File: config.mk
export PLATFORM = sky130hd
export DESIGN_NAME = sram_arbiter_flat
export DESIGN_NICKNAME = d
export VERILOG_FILES = /design/src/rtl/sram_arbiter_if.sv /design/src/rtl/sram_arbiter.sv /design/src/flat_wrapper.sv
export SDC_FILE = /design/constraint.sdc
export NUM_CORES = 1
export LEC_CHECK = 0
export BUFFER_PORTS_ARGS = -buffer_cell sky130_fd_sc_hd__buf_2
export CAP_MARGIN = 20
export CORE_MARGIN = 1
export CORE_UTILIZATION = 43
export CTS_BUF_LIST = sky130_fd_sc_hd__clkbuf_8
export CTS_CLUSTER_DIAMETER = 100
export DETAILED_ROUTE_END_ITERATION = 6
export GPL_ROUTABILITY_DRIVEN = 0
export PLACE_DENSITY = 0.83
export SYNTH_ARGS = -nofsm -noshare
export SYNTH_HDL_FRONTEND = slang
export SYNTH_SLANG_ARGS = --single-unit
File: constraint.sdc
create_clock -name Clk -period 2.5 [get_ports Clk]
set_clock_uncertainty 0.1 [all_clocks]
set_input_delay 0.375 -clock Clk [delete_from_list [all_inputs] [get_ports Clk]]
set_output_delay 0.375 -clock Clk [all_outputs]
set_load 0.02 [all_outputs]
File: src/rtl/sram_arbiter_if.sv
// Purpose: bundles the CPU port (C_*), auxiliary port (D_*) and SRAM pin signals of sram_arbiter.
// Latency: none, wiring only.
// Backpressure: none here; requesters hold req until the matching ack.
//
// Modports:
//   slave  - the arbiter: samples requests and Data_from_SRAM, drives acks, rdata, SRAM controls.
//   master - the requesters plus board SRAM: drive requests and Data_from_SRAM, observe the rest.
interface sram_arbiter_if #(
    parameter int ADDR_W = 20,
    parameter int DATA_W = 16
);
    // CPU port
    logic              C_req;
    logic              C_we;
    logic [ADDR_W-1:0] C_addr;
    logic [DATA_W-1:0] C_wdata;
    logic [DATA_W-1:0] C_rdata;
    logic              C_ack;

    // Auxiliary port
    logic              D_req;
    logic              D_we;
    logic [ADDR_W-1:0] D_addr;
    logic [DATA_W-1:0] D_wdata;
    logic [DATA_W-1:0] D_rdata;
    logic              D_ack;

    // SRAM pins, controls active-low
    logic              Mem_CE;
    logic              Mem_UB;
    logic              Mem_LB;
    logic              Mem_OE;
    logic              Mem_WE;
    logic [ADDR_W-1:0] Mem_ADDR;
    logic [DATA_W-1:0] Data_to_SRAM;
    logic [DATA_W-1:0] Data_from_SRAM;
    logic              Mem_Drive;

    // Status
    logic              Grant_D;
    logic              Busy;

    modport slave (
        input  C_req, C_we, C_addr, C_wdata,
        output C_rdata, C_ack,
        input  D_req, D_we, D_addr, D_wdata,
        output D_rdata, D_ack,
        output Mem_CE, Mem_UB, Mem_LB, Mem_OE, Mem_WE, Mem_ADDR, Data_to_SRAM, Mem_Drive,
        input  Data_from_SRAM,
        output Grant_D, Busy
    );

    modport master (
        output C_req, C_we, C_addr, C_wdata,
        input  C_rdata, C_ack,
        output D_req, D_we, D_addr, D_wdata,
        input  D_rdata, D_ack,
        input  Mem_CE, Mem_UB, Mem_LB, Mem_OE, Mem_WE, Mem_ADDR, Data_to_SRAM, Mem_Drive,
        output Data_from_SRAM,
        input  Grant_D, Busy
    );
endinterface

File: src/rtl/sram_arbiter.sv
// Purpose: shares one asynchronous 16-bit SRAM between the CPU (port C) and an aux master (port D).
// Latency: req sampled in IDLE -> strobes low for WAIT_CYC cycles -> one-cycle ack WAIT_CYC+1 cycles later.
// Backpressure: requesters hold req and inputs until ack; a losing or late request simply waits in IDLE.
//
// Ports:
//   Clk, Reset          - clock, asynchronous active-high reset
//   bus (slave modport) - C_*/D_* request ports, SRAM pins (Mem_*, Data_*), Grant_D, Busy
// Build option: define SRAM_ARB_RR_EN for round-robin on simultaneous requests
// (default is fixed priority with the CPU winning ties).
// Every output is a flop; nothing combinational reaches the pins from the request inputs.
module sram_arbiter #(
    parameter int ADDR_W   = 20,
    parameter int DATA_W   = 16,
    parameter int WAIT_CYC = 2      // strobe cycles per access, 1..15
) (
    input  logic          Clk,
    input  logic          Reset,
    sram_arbiter_if.slave bus
);
    localparam int               CNT_W    = 4;
    localparam logic [CNT_W-1:0] CNT_INIT = CNT_W'(WAIT_CYC - 1);

    typedef enum logic [1:0] {
        IDLE   = 2'd0,
        ACCESS = 2'd1,
        DONE   = 2'd2
    } state_t;

    state_t            state_q, state_d;
    logic [CNT_W-1:0]  cnt_q, cnt_d;

    // Latched access
    logic              we_q;
    logic [ADDR_W-1:0] addr_q;
    logic [DATA_W-1:0] wdata_q;
    logic              grant_q;

    // Read data returned to each port
    logic [DATA_W-1:0] c_rdata_q;
    logic [DATA_W-1:0] d_rdata_q;

    // Registered pin/status values
    logic              ce_q, oe_q, we_n_q, drive_q;
    logic              c_ack_q, d_ack_q, busy_q;

    // Next-state side
    logic              load;
    logic              capture;
    logic              pick_d;
    logic              win_we;
    logic [ADDR_W-1:0] win_addr;
    logic [DATA_W-1:0] win_wdata;
    logic              nxt_we;
    logic              strobe_on;
    logic              ce_d, oe_d, we_n_d, drive_d;
    logic              c_ack_d, d_ack_d, busy_d;

    // ------------------------------------------------------------------
    // Arbitration: pick_d is only meaningful when at least one req is high.
    // ------------------------------------------------------------------
`ifdef SRAM_ARB_RR_EN
    // Port that won the previous grant. Resets to D so the CPU takes the first tie.
    logic last_d_q;

    always_comb begin
        if (bus.C_req && bus.D_req) begin
            pick_d = ~last_d_q;
        end else begin
            pick_d = ~bus.C_req;
        end
    end

    always_ff @(posedge Clk or posedge Reset) begin
        if (Reset) begin
            last_d_q <= 1'b1;
        end else if (load) begin
            last_d_q <= pick_d;
        end
    end
`else
    assign pick_d = ~bus.C_req;
`endif

    assign win_we    = pick_d ? bus.D_we    : bus.C_we;
    assign win_addr  = pick_d ? bus.D_addr  : bus.C_addr;
    assign win_wdata = pick_d ? bus.D_wdata : bus.C_wdata;

    // ------------------------------------------------------------------
    // Next state and next pin values. The pins are registered, so they are
    // computed here from state_d: they change on the same edge as the state.
    // ------------------------------------------------------------------
    always_comb begin
        state_d = state_q;
        cnt_d   = cnt_q;
        load    = 1'b0;
        capture = 1'b0;

        case (state_q)
            IDLE: begin
                if (bus.C_req || bus.D_req) begin
                    load    = 1'b1;
                    cnt_d   = CNT_INIT;
                    state_d = ACCESS;
                end
            end
            ACCESS: begin
                if (cnt_q == '0) begin
                    capture = ~we_q;
                    state_d = DONE;
                end else begin
                    cnt_d = cnt_q - 1'b1;
                end
            end
            DONE: begin
                state_d = IDLE;
            end
            default: begin
                state_d = IDLE;
            end
        endcase

        // On the granting edge the latched we is not yet updated.
        nxt_we    = load ? win_we : we_q;
        strobe_on = (state_d == ACCESS);

        ce_d    = ~strobe_on;
        oe_d    = ~(strobe_on && !nxt_we);
        we_n_d  = ~(strobe_on && nxt_we);
        drive_d = strobe_on && nxt_we;

        // DONE is only entered from ACCESS, so grant_q already names the winner.
        c_ack_d = (state_d == DONE) && !grant_q;
        d_ack_d = (state_d == DONE) &&  grant_q;
        busy_d  = (state_d != IDLE);
    end

    // ------------------------------------------------------------------
    // State, latches and pin registers
    // ------------------------------------------------------------------
    always_ff @(posedge Clk or posedge Reset) begin
        if (Reset) begin
            state_q   <= IDLE;
            cnt_q     <= '0;
            we_q      <= 1'b0;
            addr_q    <= '0;
            wdata_q   <= '0;
            grant_q   <= 1'b0;
            c_rdata_q <= '0;
            d_rdata_q <= '0;
            ce_q      <= 1'b1;
            oe_q      <= 1'b1;
            we_n_q    <= 1'b1;
            drive_q   <= 1'b0;
            c_ack_q   <= 1'b0;
            d_ack_q   <= 1'b0;
            busy_q    <= 1'b0;
        end else begin
            state_q <= state_d;
            cnt_q   <= cnt_d;

            if (load) begin
                we_q    <= win_we;
                addr_q  <= win_addr;
                wdata_q <= win_wdata;
                grant_q <= pick_d;
            end

            // Last ACCESS edge: the SRAM has had WAIT_CYC cycles of OE low.
            if (capture) begin
                if (grant_q) begin
                    d_rdata_q <= bus.Data_from_SRAM;
                end else begin
                    c_rdata_q <= bus.Data_from_SRAM;
                end
            end

            ce_q    <= ce_d;
            oe_q    <= oe_d;
            we_n_q  <= we_n_d;
            drive_q <= drive_d;
            c_ack_q <= c_ack_d;
            d_ack_q <= d_ack_d;
            busy_q  <= busy_d;
        end
    end

    // ------------------------------------------------------------------
    // Pins
    // ------------------------------------------------------------------
    // Byte lanes are always accessed as a full 16-bit word.
    assign bus.Mem_CE       = ce_q;
    assign bus.Mem_UB       = ce_q;
    assign bus.Mem_LB       = ce_q;
    assign bus.Mem_OE       = oe_q;
    assign bus.Mem_WE       = we_n_q;
    assign bus.Mem_Drive    = drive_q;
    assign bus.Mem_ADDR     = addr_q;
    assign bus.Data_to_SRAM = wdata_q;

    assign bus.C_rdata = c_rdata_q;
    assign bus.C_ack   = c_ack_q;
    assign bus.D_rdata = d_rdata_q;
    assign bus.D_ack   = d_ack_q;
    assign bus.Grant_D = grant_q;
    assign bus.Busy    = busy_q;
endmodule

File: src/flat_wrapper.sv
// flat-port wrapper written by rule: the top's interface ports become plain ports
module sram_arbiter_flat 
#(
    parameter int ADDR_W   = 20,
    parameter int DATA_W   = 16,
    parameter int WAIT_CYC = 2                                        
)
  (Clk, Reset, bus_C_req, bus_C_we, bus_C_addr, bus_C_wdata, bus_C_rdata, bus_C_ack, bus_D_req, bus_D_we, bus_D_addr, bus_D_wdata, bus_D_rdata, bus_D_ack, bus_Mem_CE, bus_Mem_UB, bus_Mem_LB, bus_Mem_OE, bus_Mem_WE, bus_Mem_ADDR, bus_Data_to_SRAM, bus_Mem_Drive, bus_Data_from_SRAM, bus_Grant_D, bus_Busy);
  sram_arbiter_if #(.ADDR_W(ADDR_W), .DATA_W(DATA_W)) bus_i ();
  input  logic Clk;
  input  logic Reset;
  input wire logic [$bits(bus_i.C_req)-1:0] bus_C_req;
  input wire logic [$bits(bus_i.C_we)-1:0] bus_C_we;
  input wire logic [$bits(bus_i.C_addr)-1:0] bus_C_addr;
  input wire logic [$bits(bus_i.C_wdata)-1:0] bus_C_wdata;
  output wire logic [$bits(bus_i.C_rdata)-1:0] bus_C_rdata;
  output wire logic [$bits(bus_i.C_ack)-1:0] bus_C_ack;
  input wire logic [$bits(bus_i.D_req)-1:0] bus_D_req;
  input wire logic [$bits(bus_i.D_we)-1:0] bus_D_we;
  input wire logic [$bits(bus_i.D_addr)-1:0] bus_D_addr;
  input wire logic [$bits(bus_i.D_wdata)-1:0] bus_D_wdata;
  output wire logic [$bits(bus_i.D_rdata)-1:0] bus_D_rdata;
  output wire logic [$bits(bus_i.D_ack)-1:0] bus_D_ack;
  output wire logic [$bits(bus_i.Mem_CE)-1:0] bus_Mem_CE;
  output wire logic [$bits(bus_i.Mem_UB)-1:0] bus_Mem_UB;
  output wire logic [$bits(bus_i.Mem_LB)-1:0] bus_Mem_LB;
  output wire logic [$bits(bus_i.Mem_OE)-1:0] bus_Mem_OE;
  output wire logic [$bits(bus_i.Mem_WE)-1:0] bus_Mem_WE;
  output wire logic [$bits(bus_i.Mem_ADDR)-1:0] bus_Mem_ADDR;
  output wire logic [$bits(bus_i.Data_to_SRAM)-1:0] bus_Data_to_SRAM;
  output wire logic [$bits(bus_i.Mem_Drive)-1:0] bus_Mem_Drive;
  input wire logic [$bits(bus_i.Data_from_SRAM)-1:0] bus_Data_from_SRAM;
  output wire logic [$bits(bus_i.Grant_D)-1:0] bus_Grant_D;
  output wire logic [$bits(bus_i.Busy)-1:0] bus_Busy;
  assign bus_i.C_req = bus_C_req;
  assign bus_i.C_we = bus_C_we;
  assign bus_i.C_addr = bus_C_addr;
  assign bus_i.C_wdata = bus_C_wdata;
  assign bus_C_rdata = bus_i.C_rdata;
  assign bus_C_ack = bus_i.C_ack;
  assign bus_i.D_req = bus_D_req;
  assign bus_i.D_we = bus_D_we;
  assign bus_i.D_addr = bus_D_addr;
  assign bus_i.D_wdata = bus_D_wdata;
  assign bus_D_rdata = bus_i.D_rdata;
  assign bus_D_ack = bus_i.D_ack;
  assign bus_Mem_CE = bus_i.Mem_CE;
  assign bus_Mem_UB = bus_i.Mem_UB;
  assign bus_Mem_LB = bus_i.Mem_LB;
  assign bus_Mem_OE = bus_i.Mem_OE;
  assign bus_Mem_WE = bus_i.Mem_WE;
  assign bus_Mem_ADDR = bus_i.Mem_ADDR;
  assign bus_Data_to_SRAM = bus_i.Data_to_SRAM;
  assign bus_Mem_Drive = bus_i.Mem_Drive;
  assign bus_i.Data_from_SRAM = bus_Data_from_SRAM;
  assign bus_Grant_D = bus_i.Grant_D;
  assign bus_Busy = bus_i.Busy;
  sram_arbiter #(.ADDR_W(ADDR_W), .DATA_W(DATA_W), .WAIT_CYC(WAIT_CYC)) u_core (.Clk(Clk), .Reset(Reset), .bus(bus_i));
endmodule
After elaboration in Yosys (flattened, before gate mapping). Index checks and enable logic that the tools add are counted.

Flip-flop bits (word level): 83. Input bits: 94. Output and inout port bits: 78. Word-level logic and storage cells: 55.

Add/sub/neg operators: 1. Equality and inequality tests: 5. Muxes and demuxes: 14. Bitwise gates (word level): 6. Reductions and logical operators: 14.

Operator list (count): 20-bit two-way mux (1); 16-bit two-way mux (1); 4-bit two-way mux (2); 4-bit one-hot mux with 2 select lines (1); 1-bit two-way mux (6); 1-bit NOT (6); 2-bit by 1-bit equality test with 1-bit output, second input constant (2); 1-bit logical AND (4); 4-bit zero test (1); 2-bit two-way mux (2); 2-bit one-hot mux with 2 select lines (1); 2-bit AND reduction (2); 2-bit nonzero test (2); 4-bit by 1-bit subtractor with 4-bit output, second input constant (1); 3-bit AND reduction (1); 2-bit equality test, second input constant (1); 1-bit zero test (2); 2-bit zero test (1); 2-bit by 1-bit inequality test with 1-bit output, second input constant (1); 2-bit inequality test, second input constant (1); 1-bit logical OR (1).

Logic depth before layout (Yosys ltp). Gate-level depths: netlist (run 1).

Word-level depth: 7. Depth in mapped cells: 8. Mapped depth without buffers: 8.

Least setup slack after synthesis (run 1). Ideal clock, no wire load.

Path kind: register to register. Start point: reg u_core.cnt_q[0]. End point: reg u_core.c_rdata_q[0], in the netlist u_core.bus.C_rdata[0]. Library setup time: 0.125 ns. Arrival time: 1.760 ns. Data required time: 2.275 ns. Slack: 0.515 ns. Stages on the path, launching flop included: 9. Buffers on the path: 2. Period minus slack after synthesis: 1.985 ns. Path through: dfrtp_1 -> inv_1 -> ha_1 -> nor3b_2 -> nand2b_1 -> or3_1 -> buf_6 -> buf_8 -> mux2_4.

Word-level cells in the longest chain between the ends: 4.

Ends and longest elaborated chain: start: declaration (line sram_arbiter.sv:30) `logic [CNT_W-1:0] cnt_q, cnt_d;`; start signal: assignment (line sram_arbiter.sv:159) `cnt_q <= cnt_d;`; 4-bit zero test (line sram_arbiter.sv:107) `if (cnt_q == '0) begin`; 1-bit two-way mux (line sram_arbiter.sv:107); 1-bit two-way mux (line sram_arbiter.sv:98) `case (state_q)`; 2-bit AND reduction (no line); end signal: assignment (line sram_arbiter.sv:173) `c_rdata_q <= bus.Data_from_SRAM;`; end: declaration (line sram_arbiter.sv:39) `logic [DATA_W-1:0] c_rdata_q;`.

No other way between the ends. A chain may end at the register's enable or synchronous reset.

Worst setup path after layout (run 1).
Start point: reg u_core.cnt_q[0]. End point: reg u_core.d_rdata_q[10], in the netlist u_core.bus.D_rdata[10].

Word-level cells in the longest chain between the ends: 4.

Ends and longest elaborated chain: 4-bit zero test (line sram_arbiter.sv:107); 1-bit two-way mux (line sram_arbiter.sv:107); 1-bit two-way mux (line sram_arbiter.sv:98); 2-bit AND reduction (no line); end signal: assignment (line sram_arbiter.sv:171) `d_rdata_q <= bus.Data_from_SRAM;`; end: declaration (line sram_arbiter.sv:40) `logic [DATA_W-1:0] d_rdata_q;`.

No other way between the ends.

==> results of run 1 <==
==> per-layer routing <==
metal  up-vias  GRT usage [%]
met2       116           33.3
met1      1252           22.4
li1       1291              -
met4         0           6.25
met5         -              0
met3         5           3.40
==> sequential cells by signal (all words and copies together), names as in the netlist, 2 cells and up <==
name,flops
u_core.cnt_q,4
u_core.bus.D_rdata,16
u_core.state_q,2
u_core.bus.Data_to_SRAM,16
u_core.bus.C_rdata,16
u_core.bus.Mem_ADDR,20
==> report_power, final <==
part           switching [mW]  total [mW]  leakage [nW]  internal (mW)
Clock                   0.464       0.955         0.104          0.491
Combinational            1.61        2.64          1.41           1.03
Sequential              0.359        2.38         0.997           2.02
Total                    2.43        5.97          2.51           3.54
==> path summary, 6_finish.rpt <==
check	startpoint	endpoint
min	Reset	u_core.bus.Mem_ADDR[0]$_DFFE_PP0N_
min in group Clk	bus_Data_from_SRAM[3]	u_core.bus.C_rdata[3]$_DFFE_PP0P_
max in group asynchronous	Reset	u_core.bus.Mem_OE$_DFF_PP1_
max reg2reg	u_core.cnt_q[0]$_DFFE_PP0P_	u_core.bus.D_rdata[10]$_DFFE_PP0P_
max	u_core.cnt_q[0]$_DFFE_PP0P_	u_core.bus.D_rdata[10]$_DFFE_PP0P_
min reg2reg	u_core.bus.Mem_ADDR[2]$_DFFE_PP0N_	u_core.bus.Mem_ADDR[2]$_DFFE_PP0N_
==> logic make-up after synthesis <==
logic type | count (synthesis)
muxes | 72
AOI/OAI and AO/OA | 41
adders and majority gates | 2
DFF | 83
and+or+nand+nor | 58
buffers and inverters | 23
==> cells in the final DEF, fill, tap and decap left out, drive strengths merged <==
cell type and count:
clkinv 1, ha 2, or3 1, dfrtp 80, mux2 33, nor3 2, clkbuf 10, o21ai 40
nand2b 4, clkinvlp 2, nor3b 1, nor2 4, inv 8, nand3b 1, buf 176, and2 1
dfstp 3, nand2 44, bufinv 1, o32ai 1, mux2i 39
==> metrics by stage <==
stage	instance area (um2)	setup slack, ns
floorplan	3490	0.515
global placement	4440	0.535
detailed placement	4440	0.435
CTS	4640	0.416
global route	4640	0.242
finish	4640	0.429
==> worst min-delay path, cell delays in order <==
cell and delay [ns]:
buf_2 0.11, clkinvlp_4 0.07, buf_12 0.35
==> area by class of cell <==
type,count,area share [%]
multi-input cells,173,27.9
inverters,6,0.566
clock buffers,10,2.97
well taps,102,2.75
repair buffers,176,19.5
clock inverters,6,1.38
flip-flops and latches,83,44.9
==> impl_metrics.py, run 1 <==
metrics = {
    "outcome": {
        "status": "complete, no violations",
    },
    "worst_setup_path": {
        "cp.depth": 7,
        "required_ns": 2.62,
        "critPathKind": "reg2reg",
        "critPathMostFrequentCell": "inv_1",
        "start_kind": "flop",
        "cp.arrival_ns": 2.19,
        "reg2reg_depth": 7,
        "end_kind": "flop",
        "crit_path_cell_trace": "inv_1 -> ha_1 -> nor3b_2 -> nand2b_1 -> inv_1 -> nand3b_2 -> mux2_2",
        "slowest_delay_ns": 0.41,
        "r2r_slack_ns": 0.43,
        "cp_slowest_cell": "dfrtp_1",
        "crit_fanout": 16,
        "path_delay_family": "simple AND/OR/NAND/NOR gates",
        "critPathBufInv": 2,
    },
    "logic_synthesis": {
        "synthArstFlopShare_pct": 100,
        "ys.flop_type": "dfrtp_1",
        "ys_types": 23,
        "synth-simple-area-share_pct": 7.22,
        "synth_area_um2": 3480,
        "ys_ff_latch": 83,
        "yosys_warnings": 0,
        "synth_common_cells": "80 x dfrtp_1, 44 x nand2_1, 39 x mux2i_1, 39 x o21ai_0, 23 x mux2_2",
        "synthMuxAreaShare_pct": 22.9,
        "synth_edf_count": 0,
        "synth_top_family_by_area": "multiplexers",
        "yosysMostFrequentCell": "dfrtp_1",
        "syn_avg_cell_area_um2": 12.5,
        "synth_top_area_cell": "dfrtp_1",
        "synth_top_area_share_pct": 57.5,
        "synth_cells": 279,
        "synthAdderAreaFrac_pct": 0.718,
        "synth_compound_area_share_pct": 6.00,
        "syn-num-nets": 375,
        "ys_seq_area_share_pct": 59.7,
        "synth_xor_area_share_pct": 0,
        "yosys-top-cells-area": "dfrtp_1 57%, mux2i_1 11%, mux2_2 7.4%",
    },
    "global_routing": {
        "grt_max_degree": 84,
        "gr-total-overflow": 0,
        "grt_pass1_vias": 2657,
        "grt_pass1_wl_um": 12300,
        "grt_use_total_pct": 18.6,
        "grt_antenna_before_repair": 0,
    },
    "power_and_ir_drop": {
        "power_density_nw_per_um2": 1290,
        "power_leakage_nw": 2.51,
        "power_mw": 5.97,
        "peakVddDrop_uv": 575,
    },
    "floorplanning": {
        "start_util_pct": 44.9,
        "coreArea_um2": 7770,
        "pin_count": 172,
        "die_area_um2": 8470,
        "die_w_um": 92.0,
        "fp-row-count": 32,
        "die_height_um": 92.0,
    },
    "route": {
        "route.detailed.drc": 0,
        "drt_wl_total_um": 7590,
        "wl_met3_um": 457,
        "top_layer_used": "met4",
        "dr_wl_met2_um": 3860,
        "via_per_inst": 4.79,
        "met1_length_um": 3200,
        "firstDrtPassIters": 4,
        "vias": 2664,
        "ant_nets": 0,
        "dr.first_iter.drc_count": 54,
        "wire_per_inst_um": 13.6,
    },
    "sta": {
        "tns_ns": 0,
        "slew_violations": 0,
        "min_period_ns": 2.07,
        "holdWs_ns": 0.0464,
        "hold_violations": 0,
        "tightest_slew_ns": 0.512,
        "slew_headroom_pct": 65.9,
        "finalCritPeriodShare_pct": 82.8,
        "setup_viol": 0,
        "max_freq_ghz": 0.483,
        "rsz0062_at_grt": "false",
    },
    "placed_design": {
        "hpwlAfterDp_um": 5830,
        "io_buffer_count": 171,
        "place_inst": 540,
    },
    "cts": {
        "insertion_delay_ns": 0.33,
        "cts_hold_buf": 0,
        "cts_resized": 0,
        "cts_root_buf": "clkbuf_8",
        "clockBufferDepth": 2,
        "cts_sinks": 83,
        "cts_tree": "yes",
        "cts_setup_buffers": 0,
        "cts_buffers": 9,
        "clk_pin_slew_ns": 0.09,
        "htreeDepth": 3,
    },
    "final_layout": {
        "drive_above_1_share_pct": 50.9,
        "area_delta_synth_final_pct": 33.1,
        "insertedDiodeCount": 0,
        "final.fill_count": 646,
        "final_nets": 545,
        "multi_input_area_um2": 1300,
        "layout.cells.non_filler": 556,
        "finish.utilization_pct": 59.7,
        "register_area_um2": 2080,
    },
    "min_path": {
        "hp-class": "in2async",
    },
    "run": {
        "drv_cap": 0,
    },
}
(Power assumes the default switching activity.)
==> run 2, diff against run 1 <==
CORE_UTILIZATION = 47   (was 43)
PLACE_DENSITY = 0.86   (was 0.83)
clock period = 2.1 ns   (was 2.5 ns; I/O delays follow)
==> impl_metrics.py, run 2 (same netlist as run 1, synthesis figures left out) <==
metrics = {
    "outcome": {
        "status": "complete, no violations",
    },
    "cts": {
        "cts_root_buf": "clkbuf_8",
        "insertion_delay_ns": 0.33,
        "clk_pin_slew_ns": 0.08,
        "htreeDepth": 3,
        "cts_buffers": 9,
        "clockBufferDepth": 2,
        "cts_tree": "yes",
        "cts_sinks": 83,
    },
    "power_and_ir_drop": {
        "p_comb_share_pct": 44.9,
        "switchingPower_mw": 2.88,
        "switching_share_pct": 40.6,
        "peakVddDrop_uv": 563,
        "clock_power_share_pct": 15.1,
        "p_int_mw": 4.21,
        "power_leakage_nw": 2.54,
        "sequentialPowerShare_pct": 40.1,
        "power_density_nw_per_um2": 1510,
    },
    "global_routing": {
        "grt_max_degree": 69,
        "gr-total-overflow": 0,
        "grt_use_total_pct": 19.7,
        "grt_pass1_wl_um": 11600,
        "grt_antenna_before_repair": 0,
        "grt_pass1_vias": 2501,
    },
    "floorplanning": {
        "start_util_pct": 48.3,
        "coreArea_um2": 7210,
        "die_area_um2": 7760,
        "fp-row-count": 31,
        "die_w_um": 88.1,
        "pin_count": 172,
        "die_height_um": 88.1,
    },
    "sta": {
        "setup_viol": 0,
        "rsz0062_at_grt": "false",
        "slew_violations": 0,
        "finalCritPeriodShare_pct": 95.3,
        "min_period_ns": 2.00,
        "hold_violations": 0,
        "holdWs_ns": 0.129,
        "tns_ns": 0,
        "max_freq_ghz": 0.499,
        "tightest_slew_ns": 0.583,
        "slew_headroom_pct": 61.1,
    },
    "worst_setup_path": {
        "critPathKind": "reg2reg",
        "path_delay_family": "simple AND/OR/NAND/NOR gates",
        "start_kind": "flop",
        "slowest_delay_ns": 0.41,
        "crit_path_cell_trace": "inv_2 -> ha_1 -> nor3b_4 -> nand2b_1 -> or3_4 -> buf_12 -> mux2_4",
        "required_ns": 2.22,
        "cp.arrival_ns": 2.12,
        "critPathBufInv": 2,
        "r2r_slack_ns": 0.1,
        "crit_fanout": 16,
        "end_kind": "flop",
        "cp_slowest_cell": "dfrtp_1",
    },
    "route": {
        "via_per_inst": 4.81,
        "route.detailed.drc": 0,
        "vias": 2670,
        "ant_nets": 0,
        "firstDrtPassIters": 4,
        "dr.first_iter.drc_count": 43,
        "wire_per_inst_um": 13.6,
        "drt_wl_total_um": 7570,
    },
    "final_layout": {
        "area_delta_synth_final_pct": 34.5,
        "final_area_um2": 4690,
        "layout_common_cells": "171 x buf_2, 80 x dfrtp_1, 44 x nand2_1",
        "final_nets": 547,
        "layout.cells.non_filler": 555,
        "insertedDiodeCount": 0,
        "largest_reg_flops": 20,
        "finish.utilization_pct": 64.9,
        "drive_above_1_share_pct": 51.1,
        "layout.cells.most_common": "buf_2",
    },
    "placed_design": {
        "place_area_um2": 4480,
        "io_buffer_count": 171,
        "hpwlAfterDp_um": 5880,
        "place_inst": 538,
    },
    "run": {
        "drv_cap": 0,
    },
    "min_path": {
        "hp-class": "in2reg",
    },
}
-- run 2: per-stage QoR --
step / power (mW) / setup WS [ns]
after floorplan: 4.90 / 0.115
after CTS: 7.15 / 0.0571
after global routing: 7.60 / 0.0147
after global placement: 5.90 / 0.145
after detailed placement: 6.07 / 0.0537
final: 7.09 / 0.0979
-- run 2: path summary, 6_finish.rpt --
path,endpoint,depth (start not counted),start
min in group asynchronous,u_core.bus.Mem_ADDR[4]$_DFFE_PP0N_,3,Reset
setup reg to reg,u_core.bus.C_rdata[4]$_DFFE_PP0P_,7,u_core.cnt_q[0]$_DFFE_PP0P_
hold reg to reg,u_core.bus.Busy$_DFF_PP0_,1,u_core.state_q[1]$_DFF_PP0_
max in group asynchronous,u_core.bus.Mem_WE$_DFF_PP1_,4,Reset
hold / removal,u_core.bus.C_rdata[15]$_DFFE_PP0P_,2,bus_Data_from_SRAM[15]
setup / recovery,u_core.bus.C_rdata[4]$_DFFE_PP0P_,7,u_core.cnt_q[0]$_DFFE_PP0P_
-- run 2: routing by layer --
| metal | wire length [um] | track usage, % | vias to the layer above | share of wire, % |
|---|---|---|---|---|
| li1 | - | - | 1298 | - |
| met1 | 3180 | 23.9 | 1246 | 42 |
| met3 | 521 | 5.00 | 4 | 6.9 |
| met2 | 3830 | 34.2 | 122 | 51 |
| met4 | 41 | 6.74 | 0 | 0.54 |
| met5 | 0 | 0 | - | 0 |
-- run 2: cell type report --
class / count / area (um2)
Timing Repair Buffer: 178 / 961
Clock buffer: 9 / 124
Multi-Input combinational cell: 173 / 1310
Inverter: 6 / 26.3
Clock inverter: 7 / 62.6
Sequential cell: 83 / 2080
Tap cell: 99 / 124
Fill cell: 578 / 2530
-- run 2: power groups by stage --
stage,Sequential [mW],Combinational [mW],Clock [mW]
2_1_floorplan,3.70,1.20,0
3_3_place_gp,2.81,3.09,0
3_5_place_dp,2.86,3.21,0
4_1_cts,2.83,3.20,1.11
5_1_grt,2.93,3.48,1.18
6_report,2.84,3.18,1.07
-- run 2: repair_timing --
item | in CTS | in global routing
endpoints found under the hold margin | 69 | 0
hold buffers | 1 | 0
endpoints found under the setup margin | 0 | 16
buffers inserted | 0 | 0
gates resized for setup | 0 | 4
==> run 3, diff against run 2 <==
ABC_AREA = 1   (was not set)
CORE_UTILIZATION = 48   (was 47)
==> impl_metrics.py, run 3 <==
metrics = {
    "outcome": {
        "status": "complete, no violations",
    },
    "floorplanning": {
        "coreArea_um2": 7370,
        "start_util_pct": 50.5,
        "die_area_um2": 8100,
        "die_w_um": 90.0,
        "fp-row-count": 31,
        "die_height_um": 90.0,
        "pin_count": 172,
    },
    "sta": {
        "hold_violations": 0,
        "max_freq_ghz": 0.575,
        "tns_ns": 0,
        "slew_violations": 0,
        "rsz0062_at_grt": "false",
        "tightest_slew_ns": 0.552,
        "min_period_ns": 1.74,
        "finalCritPeriodShare_pct": 82.8,
        "slew_headroom_pct": 63.0,
        "setup_viol": 0,
    },
    "run": {
        "drv_cap": 0,
    },
    "route": {
        "firstDrtPassIters": 4,
        "via_per_inst": 5.00,
        "vias": 3380,
        "wire_per_inst_um": 13.5,
        "route.detailed.drc": 0,
        "ant_nets": 0,
        "drt_wl_total_um": 9160,
        "dr.first_iter.drc_count": 154,
    },
    "power_and_ir_drop": {
        "power_density_nw_per_um2": 1590,
        "power_mw": 7.69,
        "peakVddDrop_uv": 682,
        "power_leakage_nw": 2.66,
    },
    "cts": {
        "insertion_delay_ns": 0.34,
        "cts_resized": 0,
        "cts_setup_buffers": 0,
        "cts_root_buf": "clkbuf_8",
        "htreeDepth": 3,
        "cts_hold_buf": 1,
        "cts_buffers": 9,
        "clockBufferDepth": 2,
        "clk_pin_slew_ns": 0.08,
        "cts_tree": "yes",
        "cts_sinks": 83,
    },
    "final_layout": {
        "largest_reg_flops": 20,
        "layout_common_cells": "171 x buf_2, 159 x nand2_1, 80 x dfrtp_1",
        "final_nets": 668,
        "layout.cells.non_filler": 676,
        "layout.cells.most_common": "buf_2",
        "drive_above_1_share_pct": 36.9,
        "insertedDiodeCount": 0,
        "final.fill_count": 619,
        "area_delta_synth_final_pct": 30.0,
        "final_area_um2": 4830,
    },
    "logic_synthesis": {
        "ys.flop_type": "dfrtp_1",
        "synth_area_um2": 3720,
        "ys_ff_latch": 83,
        "syn_avg_cell_area_um2": 9.14,
        "synth_cells": 407,
        "synth_top_area_cell": "dfrtp_1",
        "ys_types": 27,
        "synth_top_area_share_pct": 53.8,
        "syn-num-nets": 503,
        "synth_common_cells": "159 x nand2_1, 80 x dfrtp_1, 36 x nand3_1, 36 x o211ai_1, 30 x or2_0",
        "synthArstFlopShare_pct": 100,
        "ys_seq_area_share_pct": 56.0,
        "yosysMostFrequentCell": "nand2_1",
        "yosys-top-cells-area": "dfrtp_1 54%, nand2_1 16%, o211ai_1 7.3%",
        "synth_edf_count": 0,
        "yosys_warnings": 0,
    },
    "global_routing": {
        "gr-total-overflow": 0,
        "grt_pass1_vias": 3288,
        "grt_max_degree": 84,
        "grt_pass1_wl_um": 15600,
        "grt_use_total_pct": 23.9,
        "grt_antenna_before_repair": 0,
    },
    "worst_setup_path": {
        "crit_start": "u_core.cnt_q[0]$_DFFE_PP0P_",
        "start_kind": "flop",
        "r2r_start": "u_core.cnt_q[0]$_DFFE_PP0P_",
        "required_ns": 2.28,
        "cp.arrival_ns": 1.92,
        "crit_fanout": 18,
        "critPathKind": "reg2reg",
        "end_kind": "flop",
        "r2r_slack_ns": 0.36,
    },
    "placed_design": {
        "io_buffer_count": 171,
        "place_area_um2": 4630,
        "hpwlAfterDp_um": 6760,
        "place_inst": 659,
    },
    "min_path": {
        "min_from": "bus_D_addr[5]",
        "hp-class": "in2reg",
    },
}
[run 3: final cells by class]
class / count / area (um2) / share of cell area, %
sequential: 83 / 2080 / 43.0
timing repair buffer: 179 / 956 / 19.8
clock inverter: 6 / 56.3 / 1.16
tap: 99 / 124 / 2.56
inverter: 13 / 52.6 / 1.09
multi-input combinational: 286 / 1430 / 29.5
clock buffer: 10 / 138 / 2.85
[run 3: worst paths after layout]
path	to	cells past startpoint
max	u_core.bus.C_rdata[9]$_DFFE_PP0P_	7
min	u_core.bus.Mem_ADDR[5]$_DFFE_PP0N_	3
max reg2reg	u_core.bus.C_rdata[9]$_DFFE_PP0P_	7
min reg2reg	u_core.bus.C_rdata[1]$_DFFE_PP0P_	2
max in group asynchronous	u_core.bus.Mem_CE$_DFF_PP1_	4
min in group asynchronous	u_core.bus.D_rdata[13]$_DFFE_PP0P_	4
[run 3: worst max-delay path, stage by stage (launching register included)]
cell and delay [ns]:
dfrtp_1 0.41, inv_1 0.13, ha_1 0.22, nand3_2 0.14, nor2_8 0.24, buf_4 0.26, nand3_1 0.09, nand2_1 0.09
[run 3: where the power goes]
group	internal, mW	switching [mW]
Sequential	2.41	0.435
Combinational	1.22	2.52
Clock	0.571	0.531
Total	4.21	3.48
[run 3: cell families after synthesis]
logic type | synth area share [%]
and+or+nand+nor | 29.5
DFF | 56.0
AOI/OAI and AO/OA | 7.97
buffers and inverters | 5.65
adders and majority gates | 0.673
xor gates and xnor gates | 0.236
[run 3: layer usage]
metal | GRT usage (%) | share of wire (%) | vias to the layer above | wire length, um
li1 | - | - | 1644 | -
met1 | 30.4 | 42 | 1593 | 3850
met2 | 41.5 | 51 | 137 | 4660
met3 | 4.40 | 6.2 | 6 | 572
met4 | 6.85 | 0.83 | 0 | 76
met5 | 0 | 0 | - | 0
[run 3: through the flow]
step | worst slack, ns | util, % | hold slack (ns)
2_1_floorplan | 0.602 | - | 0.360
3_3_place_gp | 0.456 | 62.8 | 0.348
3_5_place_dp | 0.383 | 62.8 | 0.356
4_1_cts | 0.370 | 65.6 | 0.0858
5_1_grt | 0.186 | 65.6 | 0.0910
6_report | 0.361 | 65.6 | 0.0985
